<file path="src/rtl/lcd_bus_arbiter.sv">
// lcd_bus_arbiter
//   Shares one HD44780-style 8-bit LCD write bus between two requesters.
//   Each accepted transfer runs RS/DATA setup, an E pulse, a hold phase and a
//   post-command busy wait. The wait is long for clear/home commands
//   (RS=0, data <= 8'h03) and short otherwise.
//   Simultaneous requests are granted round-robin. After reset, requester 0
//   wins the first tie.
//
// Ports
//   clk, rst             : clock and asynchronous active-high reset
//   req0/rs0/data0       : requester 0 level request, register select, byte
//   ack0                 : 1-cycle pulse, request 0 accepted (rs0/data0 latched)
//   done0                : 1-cycle pulse in the last wait cycle of transfer 0
//   req1/rs1/data1/ack1/done1 : same for requester 1
//   LCD_RS, LCD_RW, LCD_E, DATA : registered LCD pins (LCD_RW is tied to 0)
//   busy                 : high whenever a transfer is in progress (not IDLE)
module lcd_bus_arbiter #(
  parameter int SETUP_CYC     = 100,
  parameter int PULSE_CYC     = 200,
  parameter int HOLD_CYC      = 20,
  parameter int WAIT_CYC      = 1000,
  parameter int LONG_WAIT_CYC = 40000,
  parameter int CNT_W         = 16
) (
  input  logic       clk,
  input  logic       rst,
  input  logic       req0,
  input  logic       rs0,
  input  logic [7:0] data0,
  output logic       ack0,
  output logic       done0,
  input  logic       req1,
  input  logic       rs1,
  input  logic [7:0] data1,
  output logic       ack1,
  output logic       done1,
  output logic       LCD_RS,
  output logic       LCD_RW,
  output logic       LCD_E,
  output logic [7:0] DATA,
  output logic       busy
);

  typedef enum logic [2:0] {
    S_IDLE,
    S_SETUP,
    S_PULSE,
    S_HOLD,
    S_WAIT
  } state_t;

  // Phase counters are loaded with length-1 and the phase ends when they reach 0.
  localparam logic [CNT_W-1:0] SETUP_LD = CNT_W'(SETUP_CYC - 1);
  localparam logic [CNT_W-1:0] PULSE_LD = CNT_W'(PULSE_CYC - 1);
  localparam logic [CNT_W-1:0] HOLD_LD  = CNT_W'(HOLD_CYC - 1);
  localparam logic [CNT_W-1:0] WAIT_LD  = CNT_W'(WAIT_CYC - 1);
  localparam logic [CNT_W-1:0] LWAIT_LD = CNT_W'(LONG_WAIT_CYC - 1);

  state_t           state_q, state_d;
  logic [CNT_W-1:0] cnt_q, cnt_d;
  logic             owner_q, owner_d;
  logic             last_grant_q, last_grant_d;
  logic             rs_q, rs_d;
  logic [7:0]       data_q, data_d;
  logic             e_q, e_d;
  logic             ack0_q, ack0_d;
  logic             ack1_q, ack1_d;
  logic             done0_q, done0_d;
  logic             done1_q, done1_d;

  logic             grant_vld;
  logic             grant_sel;
  logic             long_wait;

  // With both requesters asking, serve the one that was not served last.
  assign grant_vld = req0 | req1;
  assign grant_sel = (req0 && req1) ? ~last_grant_q : req1;

  // Clear display (0x01) and return home (0x02/0x03) need the long wait.
  assign long_wait = !rs_q && (data_q <= 8'h03);

  always_comb begin
    state_d      = state_q;
    cnt_d        = cnt_q;
    owner_d      = owner_q;
    last_grant_d = last_grant_q;
    rs_d         = rs_q;
    data_d       = data_q;
    e_d          = e_q;
    ack0_d       = 1'b0;
    ack1_d       = 1'b0;
    done0_d      = 1'b0;
    done1_d      = 1'b0;

    unique case (state_q)
      S_IDLE: begin
        if (grant_vld) begin
          state_d      = S_SETUP;
          cnt_d        = SETUP_LD;
          owner_d      = grant_sel;
          last_grant_d = grant_sel;
          rs_d         = grant_sel ? rs1 : rs0;
          data_d       = grant_sel ? data1 : data0;
          ack0_d       = ~grant_sel;
          ack1_d       = grant_sel;
        end
      end
      S_SETUP: begin
        if (cnt_q == '0) begin
          state_d = S_PULSE;
          cnt_d   = PULSE_LD;
          e_d     = 1'b1;
        end else begin
          cnt_d = cnt_q - 1'b1;
        end
      end
      S_PULSE: begin
        if (cnt_q == '0) begin
          state_d = S_HOLD;
          cnt_d   = HOLD_LD;
          e_d     = 1'b0;
        end else begin
          cnt_d = cnt_q - 1'b1;
        end
      end
      S_HOLD: begin
        if (cnt_q == '0) begin
          state_d = S_WAIT;
          cnt_d   = long_wait ? LWAIT_LD : WAIT_LD;
        end else begin
          cnt_d = cnt_q - 1'b1;
        end
      end
      S_WAIT: begin
        if (cnt_q == '0) begin
          state_d = S_IDLE;
        end else begin
          cnt_d = cnt_q - 1'b1;
        end
      end
      default: begin
        state_d = S_IDLE;
        e_d     = 1'b0;
      end
    endcase

    // done is registered so that it is high exactly in the last WAIT cycle.
    if (state_d == S_WAIT && cnt_d == '0) begin
      done0_d = ~owner_q;
      done1_d = owner_q;
    end
  end

  always_ff @(posedge clk or posedge rst) begin
    if (rst) begin
      state_q      <= S_IDLE;
      cnt_q        <= '0;
      owner_q      <= 1'b0;
      last_grant_q <= 1'b1;
      rs_q         <= 1'b0;
      data_q       <= 8'h00;
      e_q          <= 1'b0;
      ack0_q       <= 1'b0;
      ack1_q       <= 1'b0;
      done0_q      <= 1'b0;
      done1_q      <= 1'b0;
    end else begin
      state_q      <= state_d;
      cnt_q        <= cnt_d;
      owner_q      <= owner_d;
      last_grant_q <= last_grant_d;
      rs_q         <= rs_d;
      data_q       <= data_d;
      e_q          <= e_d;
      ack0_q       <= ack0_d;
      ack1_q       <= ack1_d;
      done0_q      <= done0_d;
      done1_q      <= done1_d;
    end
  end

  assign ack0   = ack0_q;
  assign ack1   = ack1_q;
  assign done0  = done0_q;
  assign done1  = done1_q;
  assign LCD_RS = rs_q;
  assign LCD_RW = 1'b0;
  assign LCD_E  = e_q;
  assign DATA   = data_q;
  assign busy   = (state_q != S_IDLE);

endmodule
</file>
<file path="config.mk">
export PLATFORM = sky130hd
export DESIGN_NAME = lcd_bus_arbiter
export DESIGN_NICKNAME = d
export VERILOG_FILES = /design/src/rtl/lcd_bus_arbiter.sv
export SDC_FILE = /design/constraint.sdc
export NUM_CORES = 1
export LEC_CHECK = 0
export CAP_MARGIN = 20
export CORE_MARGIN = 5
export CORE_UTILIZATION = 55
export CTS_BUF_LIST = sky130_fd_sc_hd__clkbuf_8
export DETAILED_ROUTE_END_ITERATION = 12
export PLACE_DENSITY = 0.83
export SLEW_MARGIN = 20
export SYNTH_ARGS = -nofsm -noshare
export SYNTH_HDL_FRONTEND = slang
export SYNTH_SLANG_ARGS = --single-unit
</file>
<file path="constraint.sdc">
create_clock -name clk -period 4.25 [get_ports clk]
set_clock_uncertainty 0.2 [all_clocks]
set_input_delay 1.0625 -clock clk [delete_from_list [all_inputs] [get_ports clk]]
set_output_delay 1.0625 -clock clk [all_outputs]
set_load 0.1 [all_outputs]
</file>
==> reports/results.ini <==
[synth]
synth.top_cell.area_share=0.369
ys_warn_count=0
synth-async-reset-ratio=1.00
ys_seq_area_frac=0.380
ys_ff_latch=35
synth_most_common_cell=dfrtp_1
synthCells=265
netlist.top_cell.by_area=dfrtp_1
synth.distinct_cells=68
synth-main-ff-cell=dfrtp_1
netlist_top_cells_area=dfrtp_1 (37%), nand2_1 (4.6%), o21ai_0 (4.1%)
yosys-top-cells-count=dfrtp_1 (34), nand2_1 (28), nor2_1 (20), o21ai_0 (19), clkbuf_1 (11)
synth_area_mm2=0.00231
synth_nets=290
avgSynthCellArea_um2=8.71
synth_edf_count=0

[floorplan]
die-height_um=74.8
rows=23
start_util=0.573
core_area_mm2=0.00403
io_pins=38
chipWidth_um=74.8
die-area_mm2=0.00559

[clocking]
clock_path_buffers=2
postCtsResizedCells=0
clk_pin_slew_ns=0.07
cts-htree-levels=2
ctsHoldBuffers=0
cts_root_buffer=clkbuf_8
cts_buffers=5
post_cts_buffers=0
cts_sinks=35
cts_tree=done
insertion_delay_ns=0.29

[timing]
tightest_slew_ns=0.993
finalCritPeriodShare=0.839
layout_min_cycle_time_ns=3.57
slew_headroom=0.336
setup_viol=0
max_freq_ghz=0.280
setup-tns-final_ns=0
slew_viol_final=0
rsz0062_at_grt=false
worst_slack_ns=0.684
finalHoldViolCount=0

[worst_setup_path]
path_max_fanout=7
max_stage_delay_ns=0.62
end_kind=flip-flop
start_kind=flip-flop
cp_cell_sequence=or4_4, or4_4, nor2_2, inv_1, ha_1, mux2i_1, o21ai_0, a221oi_1, nand4b_1, nor4_1
crit_buf_inv=1
worstSetupPathType=flip-flop to flip-flop
crit_path_frequent_cell=or4_4
cp_top_family=simple AND/OR/NAND/NOR gates
crit_required_ns=4.24
worstPathArrival_ns=3.56
critPathSlowestCell=or4_4

[min_path]
hold_path.class=flip-flop to flip-flop

[final_layout]
layout-drive-gt1-share=0.109
largest_reg_flops=16
layout.nets=327
finalCoreUtilization=0.703
regMostFlops=cnt_q
syn_to_final_growth_pct=22.7
antenna_cells=0

[drt]
routed_wl_um=6860
drt-pass1-iter-count=5
viasPerCell=6.82
antenna_left=0
vias=2399
route.detailed.drc=0
drt_iter0_drc=505
wl_per_cell_um=19.5

[power_and_ir_drop]
power.total_mw=1.96
p_leak_nw=1.20
ir_drop_uv=453
pwr_density_cell_mw_per_mm2=691

[grt]
grt_usage=0.270
grt-ovfl-total=0
grt_use_met3=0.0895
grt_pass1_vias=2261
grtUsageMet1=0.368
grt_start_max_net_pins=25
grt_pass1_wl_um=11400
grtUsageMet2=0.414
antenna_found_initial=0
grt_busiest_layer=met2

[placement]
dp_hpwl_um=5080
dpl_worst_slack_ns=0.473
io_buffers=36
gp_congestion=1.04

[run_status]
status=completed

[run]
maxCapViolCount=0

cells by family (layout without fill, tap and decap cells):
| family | Yosys count | after routing | synth area share |
|---|---|---|---|
| flip-flops | 35 | 35 | 0.380 |
| other | 1 | 1 | 0.00162 |
| adder cells (fa/ha/maj) | 3 | 3 | 0.0163 |
| multiplexers | 6 | 6 | 0.0260 |
| XOR/XNOR | 4 | 4 | 0.0152 |
| AO/OA/AOI/OAI | 77 | 77 | 0.233 |
| buffers and inverters | 23 | 60 | 0.0390 |
| AND/OR/NAND/NOR | 116 | 116 | 0.289 |
cells in the final DEF, fill, tap and decap left out, types with 5 or more instances in the layout:
cell type        count
inv_1               11
nand3_1              9
nand2b_1             8
or4_1                6
clkdlybuf4s50_1     35
mux2i_1              6
o211ai_1             5
buf_4                8
clkbuf_8             5
a22oi_1              6
nor4_1               7
a21oi_1              8
dfrtp_1             34
o21ai_0             19
nand2_1             28
nor2_1              20
stage by stage:
step	instance area, um2	cells	hold WS [ns]
5_1_grt	2830	352	0.309
2_1_floorplan	2310	265	0.263
3_5_place_dp	2730	345	0.272
6_report	2830	352	0.281
4_1_cts	2830	352	0.286
3_3_place_gp	2730	345	0.263
report_power, final:
part,switching (mW),total [mW],internal (mW)
registers,0.173,0.636,0.463
clock network,0.122,0.292,0.169
logic,0.699,1.03,0.331
path summary, 6_finish.rpt:
kind	endpoint	from	slack [ns]	cells past startpoint
max	done1$_DFF_PP0_	cnt_q[5]$_DFF_PP0_	0.68	10
min	DATA[1]$_DFFE_PP0P_	DATA[1]$_DFFE_PP0P_	0.28	2
max reg2reg	done1$_DFF_PP0_	cnt_q[5]$_DFF_PP0_	0.68	10
min reg2reg	DATA[1]$_DFFE_PP0P_	DATA[1]$_DFFE_PP0P_	0.28	2
max in group asynchronous	cnt_q[13]$_DFF_PP0_	rst	2.06	3
min in group asynchronous	state_q[2]$_DFF_PP0_	rst	1.08	2
layer usage:
layer  up-vias  part of all wire
met1      1085              0.40
met2       205              0.45
met4         0             0.032
met3        32              0.12
met5         -                 0
li1       1077                 -
cell type report:
cell class,instances,area (um2)
repair buffers,43,410
flip-flops and latches,35,877
fillers,320,1200
clock inverters,2,33.8
multi-input cells,207,1340
well taps,50,62.6
clock buffers,5,68.8
inverters,10,37.5
worst reg2reg max path, stage by stage, from the launching register on:
cell and delay [ns]:
dfrtp_1 0.46, or4_4 0.62, or4_4 0.53, nor2_2 0.23, inv_1 0.12, ha_1 0.29, mux2i_1 0.12, o21ai_0 0.14
a221oi_1 0.26, nand4b_1 0.21, nor4_1 0.30
Note: power is estimated with default switching activity, not from simulation.
